==> src/rtl/minterm_pkg.sv <==
// Shared definitions for the minterm sweep controller.
//   state_t        : sweep sequencer states
//   MASK_DEFAULT_C : expected 3-input minterm mask after reset (minterms 0,2,4,6,7)
//   N_MINTERMS     : number of minterms of a 3-input function
package minterm_pkg;

  typedef enum logic [1:0] {
    IDLE  = 2'd0,
    SWEEP = 2'd1,
    DONE  = 2'd2
  } state_t;

  localparam logic [7:0]  MASK_DEFAULT_C = 8'hD5;
  localparam int unsigned N_MINTERMS     = 8;

endpackage

==> src/rtl/popcount8.sv <==
// Combinational population count of an 8-bit vector.
//   bits  : input vector
//   count : number of set bits, 0..8
module popcount8
  import minterm_pkg::*;
(
  input  logic [7:0] bits,
  output logic [3:0] count
);

  always_comb begin
    count = '0;
    for (int unsigned i = 0; i < N_MINTERMS; i++) begin
      count = count + {3'b000, bits[i]};
    end
  end

endmodule

==> src/rtl/minterm_sweep_ctrl.sv <==
// Sweeps an external 3-input evaluator through all 8 minterms, captures its
// output per minterm, and compares the captured truth table with an
// expected mask.
//   Clock, Reset : rising-edge clock, synchronous active-high reset
//   start        : single-cycle request to begin a sweep (IDLE only)
//   mask_ld      : load mask_in as the expected mask (IDLE only)
//   mask_in      : new expected minterm mask
//   gate         : enable term ANDed with e_in, latched at start
//   e_in         : evaluator output for the current abc
//   abc          : evaluator inputs {a,b,c}, a = MSB
//   busy         : sweep in progress
//   done         : one-cycle completion pulse
//   result       : captured e_in per minterm
//   f_result     : captured e_in & gate_q per minterm
//   ones         : population count of result
//   match        : result equals the expected mask
module minterm_sweep_ctrl
  import minterm_pkg::*;
#(
  parameter logic [7:0] MASK_DEFAULT = MASK_DEFAULT_C
) (
  input  logic       Clock,
  input  logic       Reset,
  input  logic       start,
  input  logic       mask_ld,
  input  logic [7:0] mask_in,
  input  logic       gate,
  input  logic       e_in,
  output logic [2:0] abc,
  output logic       busy,
  output logic       done,
  output logic [7:0] result,
  output logic [7:0] f_result,
  output logic [3:0] ones,
  output logic       match
);

  state_t     state, state_nxt;
  logic       gate_q;
  logic [7:0] mask_q;
  logic [3:0] ones_q;
  logic       match_q;
  logic [3:0] pop;

  popcount8 u_popcount8 (
    .bits  (result),
    .count (pop)
  );

  always_ff @(posedge Clock) begin
    if (Reset) begin
      state <= IDLE;
    end else begin
      state <= state_nxt;
    end
  end

  always_comb begin
    state_nxt = state;
    busy      = 1'b0;
    done      = 1'b0;
    case (state)
      IDLE:    if (start) state_nxt = SWEEP;
      SWEEP: begin
        busy = 1'b1;
        if (abc == 3'd7) state_nxt = DONE;
      end
      DONE: begin
        done      = 1'b1;
        state_nxt = IDLE;
      end
      default: state_nxt = IDLE;
    endcase
  end

  always_ff @(posedge Clock) begin
    if (Reset) begin
      abc      <= '0;
      result   <= '0;
      f_result <= '0;
      gate_q   <= 1'b0;
      mask_q   <= MASK_DEFAULT;
      ones_q   <= '0;
      match_q  <= 1'b0;
    end else begin
      case (state)
        IDLE: begin
          if (mask_ld) mask_q <= mask_in;
          if (start) begin
            result   <= '0;
            f_result <= '0;
            gate_q   <= gate;
            abc      <= '0;
          end
        end
        SWEEP: begin
          result[abc]   <= e_in;
          f_result[abc] <= e_in & gate_q;
          abc           <= abc + 3'd1;  // 7 -> 0 on the last sample
        end
        DONE: begin
          ones_q  <= pop;
          match_q <= (result == mask_q);
        end
        default: ;
      endcase
    end
  end

  // During DONE the fresh summary is shown combinationally so it is valid
  // alongside the done pulse; the registered copy holds it afterwards.
  always_comb begin
    ones  = ones_q;
    match = match_q;
    if (state == DONE) begin
      ones  = pop;
      match = (result == mask_q);
    end
  end

endmodule

==> config.mk <==
export PLATFORM = sky130hd
export DESIGN_NAME = minterm_sweep_ctrl
export DESIGN_NICKNAME = d
export VERILOG_FILES = /design/src/rtl/minterm_pkg.sv /design/src/rtl/popcount8.sv /design/src/rtl/minterm_sweep_ctrl.sv
export SDC_FILE = /design/constraint.sdc
export NUM_CORES = 1
export LEC_CHECK = 0
export ABC_AREA = 1
export BUFFER_PORTS_ARGS = -buffer_cell sky130_fd_sc_hd__buf_2
export CORE_ASPECT_RATIO = 1.2
export CORE_MARGIN = 1.5
export CORE_UTILIZATION = 45
export DETAILED_ROUTE_END_ITERATION = 8
export GPL_TIMING_DRIVEN = 0
export PLACE_DENSITY = 0.68
export SLEW_MARGIN = 10
export SYNTH_ARGS = -nofsm -noshare
export SYNTH_HDL_FRONTEND = slang
export SYNTH_SLANG_ARGS = --single-unit
==> constraint.sdc <==
create_clock -name Clock -period 5.45 [get_ports Clock]
set_clock_uncertainty 0.15 [all_clocks]
set_input_delay 0.8175 -clock Clock [delete_from_list [all_inputs] [get_ports Clock]]
set_output_delay 0.8175 -clock Clock [all_outputs]
set_load 0.01 [all_outputs]
==> impl_metrics.json, run 1 <==
{
  "route.antenna.remaining_nets": 0,
  "grt_pass1_vias": 1443,
  "antenna_found_initial": 0,
  "clk_latency_ns": 0.29,
  "row_count": 25,
  "cts.htree.levels": 2,
  "r2r-start": "result[0]$_SDFFE_PP0P_",
  "start_util_pct": 46.3,
  "synth-seq-area-share_pct": 38.7,
  "grt_use_total_pct": 19.1,
  "totalWireLength_mm": 3.78,
  "cts_setup_buffers": 0,
  "regArea_um2": 701,
  "rsz0062_at_grt": "no",
  "final.period_utilization_pct": 78.2,
  "worstHoldStart": "f_result[2]$_SDFFE_PP0P_",
  "crit_path_end_kind": "output port",
  "vdd_drop_max_mv": 0.152,
  "grt_pass1_wl_mm": 6.27,
  "place_area_mm2": 0.00207,
  "ios": 40,
  "vias_per_cell": 4.78,
  "ctsRootBufferMaster": "clkbuf_8",
  "gp_congestion": 0.901,
  "fin_nets": 304,
  "synth_ff_type": "dfxtp_1",
  "finalSetupViolCount": 0,
  "cts_tree": "done",
  "slew_violations": 0,
  "slew_headroom_pct": 60.9,
  "cap_violations": 0,
  "synth_area_mm2": 0.00181,
  "place_ws_ns": 1.48,
  "vias": 1607,
  "clock-sinks": 35,
  "synthToLayoutAreaGrowth_pct": 18.7,
  "design_area_mm2": 0.00215,
  "finalPower_mw": 0.520,
  "hold_viol_final": 0,
  "critPathLaunchType": "flip-flop",
  "avgSynthCellArea_um2": 7.67,
  "num_antenna_cells": 0,
  "route.detailed.drc": 0,
  "cts_buffers": 5,
  "ys_async_sr_fraction_pct": 0,
  "synth_edf_count": 0,
  "cp_data_arrival_time_ns": 3.30,
  "synth_cells": 236,
  "core_mm2": 0.00391,
  "first_pass_iters": 4,
  "fmax_mhz": 235,
  "ys_ff_latch": 35,
  "layout.cells.non_filler": 336,
  "path_clk_slew_ns": 0.06,
  "status": "finished, final reports clean",
  "drive_gt1_share_pct": 25.9,
  "critPathKind": "flip-flop to output port",
  "clockBufferDepth": 2,
  "synth.distinct_cells": 26,
  "die_area_mm2": 0.00441,
  "numPortBuffers": 38,
  "fill_cells": 400,
  "place_hpwl_mm": 2.88,
  "tightest_slew_ns": 0.586,
  "ys.warnings.count": 0,
  "placed_cells": 328,
  "wire_per_inst_um": 11.3,
  "min_period_ns": 4.26,
  "power.leakage_nw": 1.01,
  "p_per_area_mw_per_mm2": 242,
  "grt-ovfl-total": 0,
  "syn_nets": 259,
  "hold_buffers": 0,
  "hold_path.class": "flip-flop to flip-flop",
  "grt_max_degree": 11,
  "cts_resized": 0,
  "finalWorstSetupSlack_ns": 1.19,
  "setup_tns_ns": 0,
  "startpoint": "result[0]$_SDFFE_PP0P_",
  "fp.dieW_um": 60.9,
  "die_h_um": 72.5,
  "required_ns": 4.48,
  "drt_iter0_markers": 67,
  "cp_max_fo": 5,
  "multiInputGateArea_um2": 917
}
## power by group
part           switching [mW]  leakage [nW]  internal [mW]
Combinational          0.0444         0.681         0.0267
Sequential            0.00574         0.285          0.264
Clock                  0.0897        0.0422         0.0896
## synth_stat cells, types with 4 or more instances
cell type  instances  area (um^2)
nand2_1           65          244
dfxtp_1           35          701
inv_1             32          120
a21oi_1           20          100
nand3_1           15         75.1
nor2_1             8         30.0
o21ai_2            8         70.1
a21oi_2            7         61.3
nor3_1             7         35.0
o21ai_0            6         30.0
ha_1               5         62.6
fa_1               4         80.1
## worst max-delay path, stage by stage, from the launching register on
cell and delay (ns):
dfxtp_1 0.43, ha_1 0.26, inv_1 0.07, fa_1 0.43
fa_1 0.46, fa_1 0.42, fa_1 0.50, inv_1 0.04
o21ai_0 0.22, inv_1 0.05, buf_2 0.13
## placed cells by master (no fill, tap or decap), types with 3 or more instances in the layout
cell / Yosys / layout
a21oi_1: 20 / 20
a21oi_2: 7 / 7
buf_2: 0 / 38
clkbuf_1: 3 / 5
clkbuf_8: 0 / 5
dfxtp_1: 35 / 35
fa_1: 4 / 4
ha_1: 5 / 5
inv_1: 32 / 32
inv_2: 3 / 3
nand2_1: 65 / 65
nand3_1: 15 / 15
nor2_1: 8 / 8
nor3_1: 7 / 7
o211ai_1: 3 / 3
o21ai_0: 6 / 6
o21ai_2: 8 / 8
or2_2: 3 / 3
xnor2_1: 3 / 3
## kinds of logic after synthesis
kind of cell / synth area share (%)
AO/OA/AOI/OAI: 15.7
XOR/XNOR: 1.45
adder cells (fa/ha/maj): 7.88
buffers and inverters: 10.6
flip-flops: 38.7
AND/OR/NAND/NOR: 25.7
## through the flow
| stage | util, % | hold WS [ns] |
|---|---|---|
| floorplan | - | 0.294 |
| global placement | 52.9 | 0.296 |
| detailed placement | 52.9 | 0.297 |
| CTS | 54.9 | 0.307 |
| global route | 54.9 | 0.330 |
| finish | 54.9 | 0.306 |
## sequential cells by signal, summed over array words and instances (netlist names)
register,flops
f_result,8
mask_q,8
result,8
ones_q,4
abc,3
state,2
gate_q,1
match_q,1
## area by class of cell
class	count	share of cell area [%]
plain buffers	7	2.50
clock inverters	1	0.233
inverters	36	6.41
multi-input cells	158	42.7
repair buffers	38	8.85
flip-flops and latches	35	32.6
clock buffers	7	3.55
well taps	54	3.15
## routing by layer
metal / track usage [%] / routed length, um / up-vias
li1: - / - / 844
met1: 23.5 / 1760 / 721
met2: 31.4 / 1770 / 35
met3: 4.81 / 175 / 7
met4: 7.73 / 70 / 0
met5: 0 / 0 / -
## worst paths after layout
kind	cells after the start	to	slack [ns]
max	10	ones[1]	1.19
min	2	f_result[2]$_SDFFE_PP0P_	0.31
max reg2reg	9	ones_q[1]$_SDFF_PP0_	2.28
min reg2reg	2	f_result[2]$_SDFFE_PP0P_	0.31
(Power assumes the default switching activity.)
==> inputs of run 2 (changes only) <==
Settings changed: PLACE_DENSITY 0.68 to 0.71.
Clock period 5.45 ns to 3.5 ns, I/O delays scaled along.
==> impl_metrics.json, run 2 (synthesized netlist as in run 1, its figures left out) <==
{
  "first_pass_iters": 4,
  "vias": 1604,
  "cp.buffers_inverters": 4,
  "wire_per_inst_um": 11.1,
  "p_per_area_mw_per_mm2": 368,
  "p_comb_share_pct": 14.0,
  "synthToLayoutAreaGrowth_pct": 21.6,
  "finalSetupViolCount": 4,
  "numPortBuffers": 38,
  "gp_congestion": 0.854,
  "die_h_um": 72.5,
  "cpPeakStageDelay_ns": 0.54,
  "slowest_stage": "fa_2",
  "row_count": 25,
  "tightest_slew_ns": 0.579,
  "drive_gt1_share_pct": 29.8,
  "violations": "setup timing",
  "final_common_cell": "nand2_1",
  "top_regs": "f_result (8), mask_q (8), result (8)",
  "die_area_mm2": 0.00441,
  "place_hpwl_mm": 2.85,
  "grt_max_degree": 11,
  "layout.cells.non_filler": 339,
  "hold_path.class": "primary input to flip-flop",
  "clk_latency_ns": 0.28,
  "slew_headroom_pct": 61.4,
  "grt-ovfl-total": 0,
  "p_seq_share_pct": 51.8,
  "ctsRootBufferMaster": "clkbuf_8",
  "clock-sinks": 35,
  "start_util_pct": 46.3,
  "switching_share_pct": 26.7,
  "slew_violations": 0,
  "fmax_mhz": 263,
  "fp.dieW_um": 60.9,
  "cts.htree.levels": 2,
  "final.period_utilization_pct": 109,
  "path_clk_slew_ns": 0.07,
  "required_ns": 2.82,
  "fin_util_pct": 56.3,
  "route.detailed.drc": 0,
  "min_period_ns": 3.81,
  "clockBufferDepth": 2,
  "placed_cells": 328,
  "grt_pass1_vias": 1464,
  "rsz0062_at_grt": "yes",
  "critPathLaunchType": "flip-flop",
  "antenna_found_initial": 0,
  "num_antenna_cells": 0,
  "cp_top_family": "adder cells",
  "ios": 40,
  "status": "finished, violations left",
  "grt_use_total_pct": 19.2,
  "drt_iter0_markers": 69,
  "finalWorstSetupSlack_ns": -0.306,
  "cts_tree": "done",
  "hold_viol_final": 0,
  "worstPathCellList": "ha_4 -> inv_2 -> fa_1 -> fa_1 -> fa_2 -> fa_2 -> inv_2 -> o21ai_2 -> inv_1 -> buf_2",
  "totalWireLength_mm": 3.78,
  "cp_data_arrival_time_ns": 3.13,
  "cp_max_fo": 5,
  "place_ws_ns": -0.161,
  "grt_pass1_wl_mm": 6.33,
  "core_mm2": 0.00391,
  "internal_power_mw": 0.593,
  "crit_path_end_kind": "output port",
  "clkPwrFrac_pct": 34.2,
  "cts_buffers": 5,
  "vias_per_cell": 4.73,
  "layout_common_cells": "nand2_1, buf_2, dfxtp_1",
  "switching_power_mw": 0.216,
  "vdd_drop_max_mv": 0.240,
  "route.antenna.remaining_nets": 0,
  "power.leakage_nw": 1.02,
  "fin_nets": 307,
  "critPathKind": "flip-flop to output port",
  "cap_violations": 0
}
==> run 2: timing repair <==
action,4_1_cts,5_1_grt
resized for setup,5,6
endpoints found under the hold margin,0,0
pin swaps,0,2
setup buffers,1,2
hold buffers,0,0
setup endpoints to repair,3,4
==> run 2: per-layer routing <==
layer / up-vias / wire length [um] / global-route usage [%]
met5: - / 0 / 0
met4: 0 / 82 / 8.94
met3: 9 / 136 / 6.06
met2: 33 / 1810 / 30.0
met1: 716 / 1740 / 23.6
li1: 846 / - / -
==> run 2: power by group through the flow <==
stage	logic [mW]	clock network (mW)	registers, mW
floorplan	0.0834	0	0.427
global placement	0.110	0	0.428
detailed placement	0.112	0	0.428
CTS	0.113	0.291	0.419
global route	0.128	0.308	0.420
finish	0.113	0.277	0.419
==> run 2: worst paths after layout <==
path | cells past startpoint | startpoint | slack [ns] | end
setup reg to reg | 9 | result[0]$_SDFFE_PP0P_ | 0.50 | ones_q[1]$_SDFF_PP0_
setup / recovery | 10 | result[0]$_SDFFE_PP0P_ | -0.31 | ones[1]
hold reg to reg | 2 | f_result[1]$_SDFFE_PP0P_ | 0.31 | f_result[1]$_SDFFE_PP0P_
hold / removal | 3 | mask_in[2] | 0.29 | mask_q[2]$_SDFFE_PP1P_
==> run 2: area by class of cell <==
class                           instances  area (um^2)
Clock buffer                            7         76.3
Buffer                                  7         53.8
Fill cell                             397         1710
Inverter                               36          138
Timing Repair Buffer                   41          213
Sequential cell                        35          706
Tap cell                               54         67.6
Multi-Input combinational cell        158          941
Clock inverter                          1         5.00
==> run 2: through the flow <==
stage | TNS (ns) | area (um^2) | total power [mW] | hold WS [ns]
global placement | -0.149 | 2070 | 0.538 | 0.298
CTS | -0.575 | 2160 | 0.823 | 0.279
detailed placement | -0.185 | 2070 | 0.540 | 0.302
finish | -0.571 | 2200 | 0.809 | 0.287
global route | -1.03 | 2200 | 0.856 | 0.283
floorplan | 0 | 1810 | 0.511 | 0.294
==> run 2: worst reg2reg max path, delay by kind of cell, from the launching register on <==
| kind | cells | cell delay, ns |
|---|---|---|
| AND/OR/NAND/NOR | 1 | 0.05 |
| AO/OA/AOI/OAI | 1 | 0.13 |
| buffers and inverters | 2 | 0.07 |
| adder cells (fa/ha/maj) | 5 | 2.11 |
| flip-flops | 1 | 0.37 |
